[src/rtl/dmem_arb_pkg.sv]
// Shared types and default sizing for the data-memory port arbiter.
package dmem_arb_pkg;

    localparam int DEF_AW           = 8;
    localparam int DEF_DW           = 8;
    localparam int DEF_STARVE_LIMIT = 4;

    // IDLE: core owns the port, GNT: host owns the port, ACK: core owns, host acked
    typedef enum logic [1:0] {
        ST_IDLE = 2'd0,
        ST_GNT  = 2'd1,
        ST_ACK  = 2'd2
    } arb_state_e;

endpackage

[src/rtl/arb_starve_ctr.sv]
// Saturating conflict counter: counts cycles the host lost to the core and
// flags when the host must be allowed to win.
module arb_starve_ctr #(
    parameter int LIMIT = 4
) (
    input  logic clk_i,
    input  logic rst_ni,
    input  logic inc_i,
    input  logic clr_i,
    output logic at_limit_o
);

    localparam int             CW    = $clog2(LIMIT + 1);
    localparam logic [CW-1:0]  LIM_C = CW'(LIMIT);

    logic [CW-1:0] cnt_q;

    assign at_limit_o = (cnt_q == LIM_C);

    // Clear has priority over increment; increment stops at the limit.
    always_ff @(posedge clk_i or negedge rst_ni) begin
        if (!rst_ni) begin
            cnt_q <= '0;
        end else if (clr_i) begin
            cnt_q <= '0;
        end else if (inc_i && !at_limit_o) begin
            cnt_q <= cnt_q + CW'(1);
        end
    end

endmodule

[src/rtl/dmem_arbiter.sv]
// Data-memory port arbiter between the core load/store path (fixed priority)
// and a host debug/loader port (req/ack, registered read data).
// Optional feature macro: DMEM_ARBITER_HOST_LOCK_EN adds a host_lock input that
// hands the port to the host permanently while asserted.
//
// Host handshake: host_req is raised with host_wen/host_addr/host_wdat and all
// of them are held stable until the single-cycle host_ack pulse; host_rdat is
// valid with that pulse and stays until the next ack.
module dmem_arbiter
    import dmem_arb_pkg::*;
#(
    parameter int AW           = DEF_AW,
    parameter int DW           = DEF_DW,
    parameter int STARVE_LIMIT = DEF_STARVE_LIMIT
) (
    input  logic          Clk,
    input  logic          Reset,
    input  logic          core_req,
    input  logic          core_wen,
    input  logic [AW-1:0] core_addr,
    input  logic [DW-1:0] core_wdat,
    output logic [DW-1:0] core_rdat,
    output logic          core_stall,
    input  logic          host_req,
    input  logic          host_wen,
    input  logic [AW-1:0] host_addr,
    input  logic [DW-1:0] host_wdat,
`ifdef DMEM_ARBITER_HOST_LOCK_EN
    input  logic          host_lock,
`endif
    output logic          host_ack,
    output logic [DW-1:0] host_rdat,
    output logic          mem_wen,
    output logic [AW-1:0] mem_addr,
    output logic [DW-1:0] mem_wdat,
    input  logic [DW-1:0] mem_rdat,
    output arb_state_e    dbg_state_o
);

    arb_state_e    state_q, state_d;
    logic [DW-1:0] host_rdat_q;
    logic          lock;
    logic          at_limit;
    logic          host_owns;
    logic          enter_gnt;
    logic          cnt_inc;
    logic          cnt_clr;

`ifdef DMEM_ARBITER_HOST_LOCK_EN
    assign lock = host_lock;
`else
    assign lock = 1'b0;
`endif

    assign host_owns = (state_q == ST_GNT);

    // Next-state: core wins in IDLE unless idle itself, starved out, or locked out.
    always_comb begin
        state_d = state_q;
        case (state_q)
            ST_IDLE: if (host_req && (!core_req || at_limit || lock)) state_d = ST_GNT;
            ST_GNT:  state_d = ST_ACK;
            ST_ACK:  state_d = (lock && host_req) ? ST_GNT : ST_IDLE;
            default: state_d = ST_IDLE;
        endcase
    end

    assign enter_gnt = (state_d == ST_GNT) && !host_owns;
    assign cnt_inc   = (state_q == ST_IDLE) && host_req && core_req && !enter_gnt;
    assign cnt_clr   = enter_gnt || ((state_q == ST_IDLE) && !host_req) || lock;

    arb_starve_ctr #(
        .LIMIT (STARVE_LIMIT)
    ) u_starve (
        .clk_i      (Clk),
        .rst_ni     (Reset),
        .inc_i      (cnt_inc),
        .clr_i      (cnt_clr),
        .at_limit_o (at_limit)
    );

    // FSM state and the host read-data capture taken at the GNT edge.
    always_ff @(posedge Clk or negedge Reset) begin
        if (!Reset) begin
            state_q     <= ST_IDLE;
            host_rdat_q <= '0;
        end else begin
            state_q <= state_d;
            if (host_owns) begin
                host_rdat_q <= mem_rdat;
            end
        end
    end

    // Port mux: host drives memory only during GNT; a stalled core write is
    // re-presented by the core afterwards, so it lands after the host's.
    always_comb begin
        mem_addr = host_owns ? host_addr : core_addr;
        mem_wdat = host_owns ? host_wdat : core_wdat;
        mem_wen  = host_owns ? host_wen  : (core_req && core_wen && !lock);
    end

    assign core_stall  = core_req && (host_owns || lock);
    assign core_rdat   = mem_rdat;
    assign host_ack    = (state_q == ST_ACK);
    assign host_rdat   = host_rdat_q;
    assign dbg_state_o = state_q;

endmodule

[config.mk]
export PLATFORM = sky130hd
export DESIGN_NAME = dmem_arbiter
export DESIGN_NICKNAME = d
export VERILOG_FILES = /design/src/rtl/dmem_arb_pkg.sv /design/src/rtl/arb_starve_ctr.sv /design/src/rtl/dmem_arbiter.sv
export SDC_FILE = /design/constraint.sdc
export NUM_CORES = 1
export LEC_CHECK = 0
export CORE_MARGIN = 4
export CORE_UTILIZATION = 25
export DETAILED_ROUTE_END_ITERATION = 16
export HOLD_SLACK_MARGIN = 0.05
export PLACE_DENSITY = 0.67
export SETUP_SLACK_MARGIN = 0.15
export SYNTH_ARGS = -nofsm -noshare
export SYNTH_HDL_FRONTEND = slang
export SYNTH_SLANG_ARGS = --single-unit
export TNS_END_PERCENT = 30
[constraint.sdc]
create_clock -name Clk -period 1.8 [get_ports Clk]
set_input_delay 0.45 -clock Clk [delete_from_list [all_inputs] [get_ports Clk]]
set_output_delay 0.45 -clock Clk [all_outputs]
set_load 0.005 [all_outputs]
==> results.tsv, run 1 <==
stage	metric	value	unit
worst_setup_path	number of cells on the critical path	7	
timing	unrepaired setup endpoints after global routing	true	
status	violated checks	setup timing	
timing	final hold vios	0	
timing	Max Slew Vio Count	0	
final_layout	Finished Core Util	59.0	%
final_layout	nets@finish	278	
detailed_routing	Via density	4.14	
die	die span in y	70.2	um
cts	CTS tree	yes	
cts	H-tree levels	1	
worst_setup_path	Arrival @ worst endpoint	1.38	ns
cts	Clock Pin Slew Worst Setup and Hold Paths	0.06	ns
cts	root buf cell	clkbuf_8	
worst_setup_path	reg2reg start	dbg_state_o[0]	
detailed_routing	DR WL/cell	11.5	um
die	Core ar.	0.00369	mm2
detailed_routing	Pre-Repair DR Iteration Count	4	
cts	Clock Latency Late Sink	0.24	ns
global_routing	initial antenna violation count	0	
synth	Seq cells post-synth	13	
global_routing	vias in the first global route	1094	
die	row count	22	
worst_setup_path	CP bufs+invs	4	
synth	Yosys cell types	19	
timing	# setup viols final	9	
synth	Syn Std Cell Area	967	um2
timing	Worst Skew	0.00563	ns
power_and_ir_drop	Cell Int Power	853	uW
worst_setup_path	Crit Path Class	reg -> out	
synth	Synth area leader	dfrtp_1	
worst_setup_path	Worst R2R Path Depth	8	
timing	fmax	546	MHz
timing	worst slew pin tran	0.603	ns
status	outcome	complete, but fails checks	
worst_setup_path	CP startpoint	dbg_state_o[1]	
worst_setup_path	crit path launch type	register	
placement	Port Buffers	82	
cts	Max Root-Sink Buffers	2	
worst_setup_path	crit path max-delay cell type	dfrtp_1	
worst_setup_path	crit path capture type	primary output	
final_layout	synthesis-to-finish area growth	125	%
synth	Async S/R FF share, synth	100	%
timing	TNS Setup	-0.132	ns
synth	largest cells by area after synthesis	dfrtp_1, nand2_2, nand2_1	
synth	Synth Area per Inst	7.80	um2
power_and_ir_drop	PwrDens	549	mW/mm2
power_and_ir_drop	P_leak	0.00105	uW
synth	most frequent cell after synthesis	nand2_1	
placement	detailed placer's ending HPWL	2210	um
die	initial core utilization	26.2	%
power_and_ir_drop	Gate power share	47.6	%
timing	minimum clock period	1.83	ns
timing	final period utilization	102	%
power_and_ir_drop	maximum VDD drop	0.400	mV
global_routing	gr ovfl total	0	
synth	ys flop type	dfrtp_1	
detailed_routing	final wirelength	3170	um
worst_setup_path	max incr delay on CP	0.38	ns
synth	top cell type's share of synthesized area	33.6	%
worst_setup_path	Reg-to-Reg End	host_rdat[6]	
synth	Post-Syn Nets	172	
synth	Post-Synthesis Cells	124	
synth	sequential share of the synthesized area	33.6	%
die	DIE WIDTH	70.2	um
worst_setup_path	CP Cell Sequence	nand2b_4 -> buf_6 -> buf_12 -> buf_12 -> nand2_4 -> nand2_2 -> buf_6	
detailed_routing	Post-DRT Antenna Nets	0	
placement	gpl congestion	0.763	
power_and_ir_drop	Clock Power Share	21.6	%
worst_setup_path	Critical Path Sink	mem_wdat[2]	
worst_setup_path	worst reg-to-reg setup slack	0.49	ns
detailed_routing	Post-route DRC	0	
final_layout	layout cells sized above 1	48.9	%
worst_setup_path	Max FO, Critical Path	6	
timing	Final WS setup	-0.0319	ns
global_routing	gr usage total	12.1	%
synth	Yosys warnings	0	
flow_run	max capacitance violation total	0	
die	Total Die Area	0.00493	mm2
worst_setup_path	worst path required time	1.35	ns
timing	Slew headroom	59.7	%
die	IO Count	83	
power_and_ir_drop	switching power share of the total	28.5	%
global_routing	first-pass GRT wire length	4840	um
worst_setup_path	top cell family by delay on the critical path	buffers and inverters	
detailed_routing	drt initial violations	31	
synth	number of synthesized flops with an enable pin	0	
cts	Num CTS Buffers	3	
final_layout	number of antenna diodes	0	
detailed_routing	via count	1148	
global_routing	largest net degree at the start of global routing	14	
power_and_ir_drop	switching power total	340	uW
cts	Num Clock Sinks	13	
synth	Synth top cells by count	nand2_1, nand2_2, dfrtp_1, buf_4	
power_and_ir_drop	sequential fraction of design power	30.8	%
cts	hold_buf cts	0	
worst_hold_path	HP Class	reg -> reg	
-- how the worst min path moves through the flow --
stage	cells past startpoint	startpoint	to	slack, ns
finish	2	host_rdat[4]	host_rdat[4]	0.47
global route	2	host_rdat[2]	host_rdat[2]	0.50
CTS	2	host_rdat[4]	host_rdat[4]	0.48
detailed placement	2	host_rdat[4]	host_rdat[4]	0.47
global placement	2	host_rdat[4]	host_rdat[4]	0.46
floorplan	0	Reset	dbg_state_o[0]	0.15
-- per-layer routing --
| metal | wire length (um) | up-vias | GRT usage (%) |
|---|---|---|---|
| li1 | - | 585 | - |
| met1 | 1230 | 509 | 13.9 |
| met2 | 1600 | 52 | 20.8 |
| met3 | 322 | 2 | 4.75 |
| met4 | 27 | 0 | 3.19 |
| met5 | 0 | - | 0 |
-- power by group through the flow --
stage	sequential (uW)	combinational (uW)	clock, uW
6_report	368	568	257
5_1_grt	374	618	277
4_1_cts	368	522	263
3_5_place_dp	371	483	0
3_3_place_gp	370	482	0
2_1_floorplan	375	171	0
-- repair_timing --
action / 4_1_cts / 5_1_grt
pin swaps: 2 / 26
resized for setup: 91 / 44
setup buffers: 10 / 6
setup endpoints to repair: 28 / 23
endpoints found under the hold margin: 0 / 0
cloned: 2 / 0
-- stage by stage --
step	setup WS (ns)	instance area, um2	std cells	hold slack, ns	power [uW]
after CTS	-0.105	2040	271	0.477	1150
after global placement	-0.302	1830	255	0.460	852
after detailed placement	-0.310	1830	255	0.465	855
final	-0.0319	2170	277	0.471	1190
after global routing	-0.0914	2170	277	0.499	1270
after floorplan	0.356	967	124	0.154	546
-- layout by cell type, fill, tap and decap left out, drive strengths merged --
master	synthesis	layout
nand2	78	78
nand2b	1	1
dfrtp	13	13
inv	4	5
o311ai	1	1
nor2	1	1
o21ai	3	3
buf	13	40
clkbuf	0	15
nand4	1	1
clkdlybuf4s15	0	3
nor2b	1	1
a21oi	1	1
ha	2	2
clkdlybuf4s50	0	53
nand3	2	2
dlygate4sd2	0	6
o22ai	1	1
and2	2	2
-- flip-flops by register name, indices dropped and copies added (netlist names) --
signal          cells
u_starve.cnt_q      3
host_rdat           8
dbg_state_o         2
-- worst min-delay path: stages (launching register included) --
cell and delay (ns):
dfrtp_1 0.34, nand2_1 0.05, nand2_1 0.05
-- logic make-up after synthesis --
family,Yosys count,share of synthesized area [%]
AOI/OAI and AO/OA,6,3.62
adders and majority gates,2,2.59
buffers and inverters,17,15.4
DFF,13,33.6
and+or+nand+nor,86,44.8
-- final cells by class --
type	instances	area (um2)
multi-input combinational	94	611
tap	48	60.1
fill	361	1510
inverter	4	31.3
clock buffer	4	45.0
timing repair inverter	1	11.3
sequential	13	325
timing repair buffer	113	1090
Power figures use the tool's default switching activity.
==> inputs of run 2 (changes only) <==
Clock period 1.8 ns to 1.9 ns, I/O delays scaled along.
==> results.tsv, run 2 (synthesized netlist as in run 1, its figures left out) <==
stage	metric	value	unit
cts	H-tree levels	1	
global_routing	initial antenna violation count	0	
detailed_routing	Post-route DRC	0	
cts	Num CTS Buffers	3	
global_routing	first-pass GRT wire length	5230	um
final_layout	number of flip-flops in the largest register	8	
worst_setup_path	max incr delay on CP	0.38	ns
worst_setup_path	CP bufs+invs	5	
power_and_ir_drop	switching power share of the total	28.2	%
global_routing	gr usage total	13.3	%
cts	Max Root-Sink Buffers	2	
placement	post-placement setup slack	-0.265	ns
timing	unrepaired setup endpoints after global routing	true	
power_and_ir_drop	maximum VDD drop	0.309	mV
final_layout	number of antenna diodes	0	
global_routing	gr ovfl total	0	
global_routing	vias in the first global route	1128	
detailed_routing	Max Used Layer	met4	
timing	# setup viols final	0	
timing	Worst Skew	0.00204	ns
die	row count	22	
detailed_routing	drt initial violations	52	
placement	gpl congestion	0.707	
final_layout	layout cells sized above 1	44.6	%
global_routing	largest net degree at the start of global routing	14	
cts	CTS tree	yes	
final_layout	commonest cells after routing, fill and taps aside	clkdlybuf4s50_1, nand2_2, nand2_1	
cts	root buf cell	clkbuf_8	
flow_run	max capacitance violation total	0	
timing	fmax	532	MHz
worst_setup_path	number of cells on the critical path	8	
placement	Area after DPL	0.00183	mm2
worst_setup_path	Reg-to-Reg End	host_rdat[6]	
detailed_routing	via count	1126	
worst_setup_path	CP Cell Sequence	nand2b_4 -> buf_12 -> buf_8 -> inv_12 -> buf_12 -> nand2_4 -> nand2_2 -> buf_6	
timing	minimum clock period	1.88	ns
worst_setup_path	top cell family by delay on the critical path	buffers and inverters	
die	die span in y	70.2	um
power_and_ir_drop	Clock Power Share	21.5	%
worst_setup_path	crit path launch type	register	
status	outcome	completed	
power_and_ir_drop	switching power total	319	uW
cts	Clock Pin Slew Worst Setup and Hold Paths	0.05	ns
worst_setup_path	Arrival @ worst endpoint	1.40	ns
detailed_routing	WL met3	258	um
cts	hold_buf cts	0	
detailed_routing	Post-DRT Antenna Nets	0	
worst_hold_path	HP Class	reg -> reg	
power_and_ir_drop	Gate power share	47.7	%
detailed_routing	DR WL/cell	11.8	um
worst_setup_path	crit path capture type	primary output	
die	IO Count	83	
detailed_routing	final wirelength	3280	um
worst_setup_path	Worst R2R Path Depth	8	
worst_setup_path	CP startpoint	dbg_state_o[1]	
detailed_routing	Pre-Repair DR Iteration Count	4	
worst_setup_path	most frequent CP cell	buf_12	
worst_setup_path	worst reg-to-reg setup slack	0.62	ns
detailed_routing	Met1 Routed Length	1400	um
timing	Final WS setup	0.0210	ns
timing	Hold Slack	0.473	ns
timing	final hold vios	0	
placement	detailed placer's ending HPWL	2210	um
detailed_routing	Via density	4.04	
detailed_routing	WL met2	1600	um
power_and_ir_drop	Tot Pwr	1130	uW
timing	Slew headroom	57.0	%
placement	Port Buffers	82	
die	initial core utilization	26.2	%
die	Core ar.	0.00369	mm2
timing	Max Slew Vio Count	0	
final_layout	nets@finish	280	
worst_setup_path	Crit Path Class	reg -> out	
final_layout	most common cell after layout, fill and taps aside	clkdlybuf4s50_1	
worst_setup_path	Critical Path Sink	mem_addr[0]	
power_and_ir_drop	sequential fraction of design power	30.8	%
power_and_ir_drop	PwrDens	517	mW/mm2
worst_setup_path	Max FO, Critical Path	5	
cts	Num Clock Sinks	13	
worst_setup_path	worst path required time	1.42	ns
final_layout	fin area	0.00218	mm2
cts	Clock Latency Late Sink	0.24	ns
final_layout	Finished Core Util	59.2	%
die	Total Die Area	0.00493	mm2
power_and_ir_drop	P_leak	0.00111	uW
power_and_ir_drop	Cell Int Power	811	uW
final_layout	synthesis-to-finish area growth	126	%
timing	final period utilization	98.9	%
die	DIE WIDTH	70.2	um
timing	worst slew pin tran	0.643	ns
worst_setup_path	reg2reg start	dbg_state_o[1]	
worst_setup_path	crit path max-delay cell type	dfrtp_1	
run 2: per-layer routing:
layer	up-vias	GRT usage [%]
li1	588	-
met3	2	4.46
met1	484	16.2
met5	-	0
met2	52	22.7
met4	0	2.55
run 2: worst min path at each step:
stage / startpoint / endpoint / slack (ns) / cells after the start
6_report: host_rdat[0] / host_rdat[0] / 0.47 / 2
5_1_grt: host_rdat[0] / host_rdat[0] / 0.51 / 2
2_1_floorplan: Reset / dbg_state_o[0] / 0.18 / 0
3_3_place_gp: host_rdat[3] / host_rdat[3] / 0.46 / 2
4_1_cts: host_rdat[2] / host_rdat[2] / 0.48 / 2
3_5_place_dp: host_rdat[2] / host_rdat[2] / 0.47 / 2
run 2: cell type report:
class / instances / area [um2]
timing repair buffer: 114 / 1130
multi-input combinational: 94 / 563
timing repair inverter: 2 / 32.5
sequential: 13 / 325
tap: 48 / 60.1
fill: 352 / 1510
clock buffer: 4 / 45.0
inverter: 4 / 27.5
run 2: repair_timing:
action / 4_1_cts / 5_1_grt
cloned: 3 / 0
setup endpoints to repair: 27 / 19
hold endpoints to repair: 0 / 0
buffers inserted: 14 / 2
gates resized for setup: 102 / 27
pin swaps: 4 / 8
run 2: worst reg2reg max path, cell delays in order (launching register included):
cell      delay (ns)
dfrtp_1         0.38
nand2b_4        0.16
buf_12          0.14
buf_8           0.12
inv_12          0.08
buf_4           0.14
buf_4           0.11
nand2_1         0.04
nand2_1         0.05
run 2: metrics by stage:
stage          instances  setup TNS (ns)
6_report             279               0
5_1_grt              279          -0.250
4_1_cts              277          -0.122
3_5_place_dp         256           -2.65
3_3_place_gp         256           -2.59
2_1_floorplan        124               0
run 2: power by group through the flow:
| stage | sequential (uW) | combinational [uW] | clock (uW) |
|---|---|---|---|
| floorplan | 356 | 162 | 0 |
| finish | 348 | 539 | 243 |
| CTS | 348 | 522 | 253 |
| detailed placement | 352 | 460 | 0 |
| global route | 354 | 583 | 265 |
| global placement | 350 | 459 | 0 |
==> inputs of run 3 (changes only) <==
Settings changed: CORE_ASPECT_RATIO from default to 0.7, CORE_UTILIZATION 25 to 32, PLACE_DENSITY 0.67 to 0.82.
==> results.tsv, run 3 (synthesized netlist as in run 1, its figures left out) <==
stage	metric	value	unit
final_layout	layout cells sized above 1	48.5	%
timing	unrepaired setup endpoints after global routing	true	
power_and_ir_drop	sequential fraction of design power	31.1	%
cts	Num CTS Buffers	3	
worst_setup_path	crit path max-delay cell type	dfrtp_1	
worst_setup_path	worst path required time	1.42	ns
die	Total Die Area	0.00398	mm2
worst_setup_path	Max FO, Critical Path	6	
worst_setup_path	CP Cell Sequence	nand2b_4 -> buf_6 -> buf_12 -> inv_16 -> buf_6 -> nand2_2 -> nand2_2 -> buf_6	
timing	TNS Setup	0	ns
cts	Clock Latency Late Sink	0.24	ns
final_layout	nets@finish	276	
cts	Num Clock Sinks	13	
cts	hold_buf cts	0	
timing	final period utilization	97.9	%
timing	Worst Skew	0.000569	ns
detailed_routing	via count	1170	
worst_setup_path	number of cells on the critical path	8	
placement	Placed Cells	241	
detailed_routing	Post-route DRC	0	
power_and_ir_drop	Clock Power Share	21.1	%
global_routing	first-pass GRT wire length	5440	um
die	Core ar.	0.00284	mm2
detailed_routing	Pre-Repair DR Iteration Count	4	
power_and_ir_drop	maximum VDD drop	0.490	mV
worst_hold_path	HP Class	reg -> reg	
cts	root buf cell	clkbuf_8	
timing	worst slew pin tran	0.634	ns
final_layout	Cell Count, Final, Fillers Out	263	
placement	gpl congestion	0.748	
power_and_ir_drop	switching power total	325	uW
worst_setup_path	Arrival @ worst endpoint	1.39	ns
power_and_ir_drop	switching power share of the total	28.9	%
timing	Slew headroom	57.6	%
worst_setup_path	Crit Path Class	reg -> out	
placement	Port Buffers	82	
die	initial core utilization	34.0	%
detailed_routing	Post-DRT Antenna Nets	0	
worst_setup_path	crit path capture type	primary output	
timing	final hold vios	0	
worst_setup_path	CP bufs+invs	5	
die	row count	16	
worst_setup_path	crit path launch type	register	
timing	fmax	538	MHz
power_and_ir_drop	PwrDens	531	mW/mm2
die	IO Count	83	
die	die span in y	54.0	um
timing	# setup viols final	0	
final_layout	number of antenna diodes	0	
timing	minimum clock period	1.86	ns
global_routing	gr usage total	18.1	%
detailed_routing	final wirelength	3660	um
cts	CTS tree	yes	
final_layout	number of flip-flops in the largest register	8	
cts	Clock Pin Slew Worst Setup and Hold Paths	0.05	ns
placement	Area after DPL	0.00180	mm2
worst_setup_path	max incr delay on CP	0.37	ns
global_routing	vias in the first global route	1203	
status	outcome	completed	
global_routing	initial antenna violation count	0	
final_layout	Multi-input gate area	583	um2
worst_setup_path	top cell family by delay on the critical path	buffers and inverters	
placement	detailed placer's ending HPWL	2530	um
final_layout	most common cell after layout, fill and taps aside	clkdlybuf4s50_1	
global_routing	largest net degree at the start of global routing	14	
power_and_ir_drop	P_leak	0.00103	uW
die	DIE WIDTH	73.7	um
detailed_routing	Via density	4.45	
detailed_routing	DR WL/cell	13.9	um
timing	Max Slew Vio Count	0	
worst_setup_path	worst reg-to-reg setup slack	0.56	ns
final_layout	Fillers	218	
worst_hold_path	hold depth	2	
final_layout	commonest cells after routing, fill and taps aside	clkdlybuf4s50_1, nand2_2, nand2_1	
final_layout	sequential cell area	325	um2
global_routing	gr ovfl total	0	
worst_setup_path	Worst R2R Path Depth	6	
detailed_routing	drt initial violations	45	
worst_setup_path	most frequent CP cell	buf_6	
power_and_ir_drop	Cell Int Power	800	uW
power_and_ir_drop	Gate power share	47.8	%
cts	Max Root-Sink Buffers	2	
final_layout	synthesis-to-finish area growth	119	%
cts	H-tree levels	1	
flow_run	max capacitance violation total	0	
final_layout	fin area	0.00212	mm2
-- run 3: cell count changes in the layout (fill, tap and decap cells not counted), sizes merged --
cell / before / now
clkdlybuf4s15: 2 / 1
clkdlybuf4s50: 53 / 54
clkbuf: 6 / 10
dlygate4sd2: 9 / 8
buf: 47 / 41
dlymetal6s2s: 1 / 0
inv: 6 / 5
clkinv: 0 / 1
-- run 3: final timing paths --
| kind | from | end |
|---|---|---|
| max | dbg_state_o[1] | mem_wdat[4] |
| min | host_rdat[4] | host_rdat[4] |
| max reg2reg | dbg_state_o[1] | u_starve.cnt_q[2] |
| min reg2reg | host_rdat[4] | host_rdat[4] |
| max in group asynchronous | Reset | host_rdat[2] |
| min in group asynchronous | Reset | u_starve.cnt_q[2] |
-- run 3: power by group through the flow --
stage | registers [uW] | logic [uW] | clock network (uW)
detailed placement | 354 | 463 | 0
floorplan | 356 | 162 | 0
CTS | 351 | 510 | 244
global placement | 351 | 448 | 0
global route | 356 | 585 | 263
finish | 350 | 537 | 238
-- run 3: what timing repair did --
item / in CTS / in global routing
resized for setup: 98 / 35
cloned: 2 / 1
setup endpoints to repair: 27 / 20
pin swaps: 16 / 13
setup buffers: 12 / 3
-- run 3: worst reg2reg max path, cell delays in order, from the launching register on --
cell	delay [ns]
dfrtp_1	0.37
buf_4	0.13
buf_4	0.12
buf_6	0.12
nor2_1	0.24
nand4_1	0.14
o311ai_1	0.10
-- run 3: area by class of cell --
cell class / instances / share of cell area (%)
Timing Repair inverter: 2 / 1.18
Timing Repair Buffer: 110 / 50.2
Multi-Input combinational cell: 94 / 27.5
Tap cell: 36 / 2.13
Clock buffer: 4 / 2.13
Inverter: 4 / 1.48
Sequential cell: 13 / 15.3
-- run 3: metal layers --
| layer | wire length, um | global-route usage (%) |
|---|---|---|
| met5 | 0 | 0 |
| met4 | 19 | 3.31 |
| met3 | 279 | 5.04 |
| met2 | 2040 | 34.6 |
| met1 | 1320 | 20.4 |
-- run 3: stage by stage --
step | util [%] | hold slack, ns | setup WS, ns | total power [uW]
2_1_floorplan | - | 0.179 | 0.431 | 517
3_3_place_gp | 63.2 | 0.460 | -0.191 | 799
3_5_place_dp | 63.2 | 0.462 | -0.205 | 817
4_1_cts | 71.5 | 0.473 | -0.0186 | 1100
5_1_grt | 74.6 | 0.500 | -0.0207 | 1200
6_report | 74.6 | 0.470 | 0.0396 | 1130
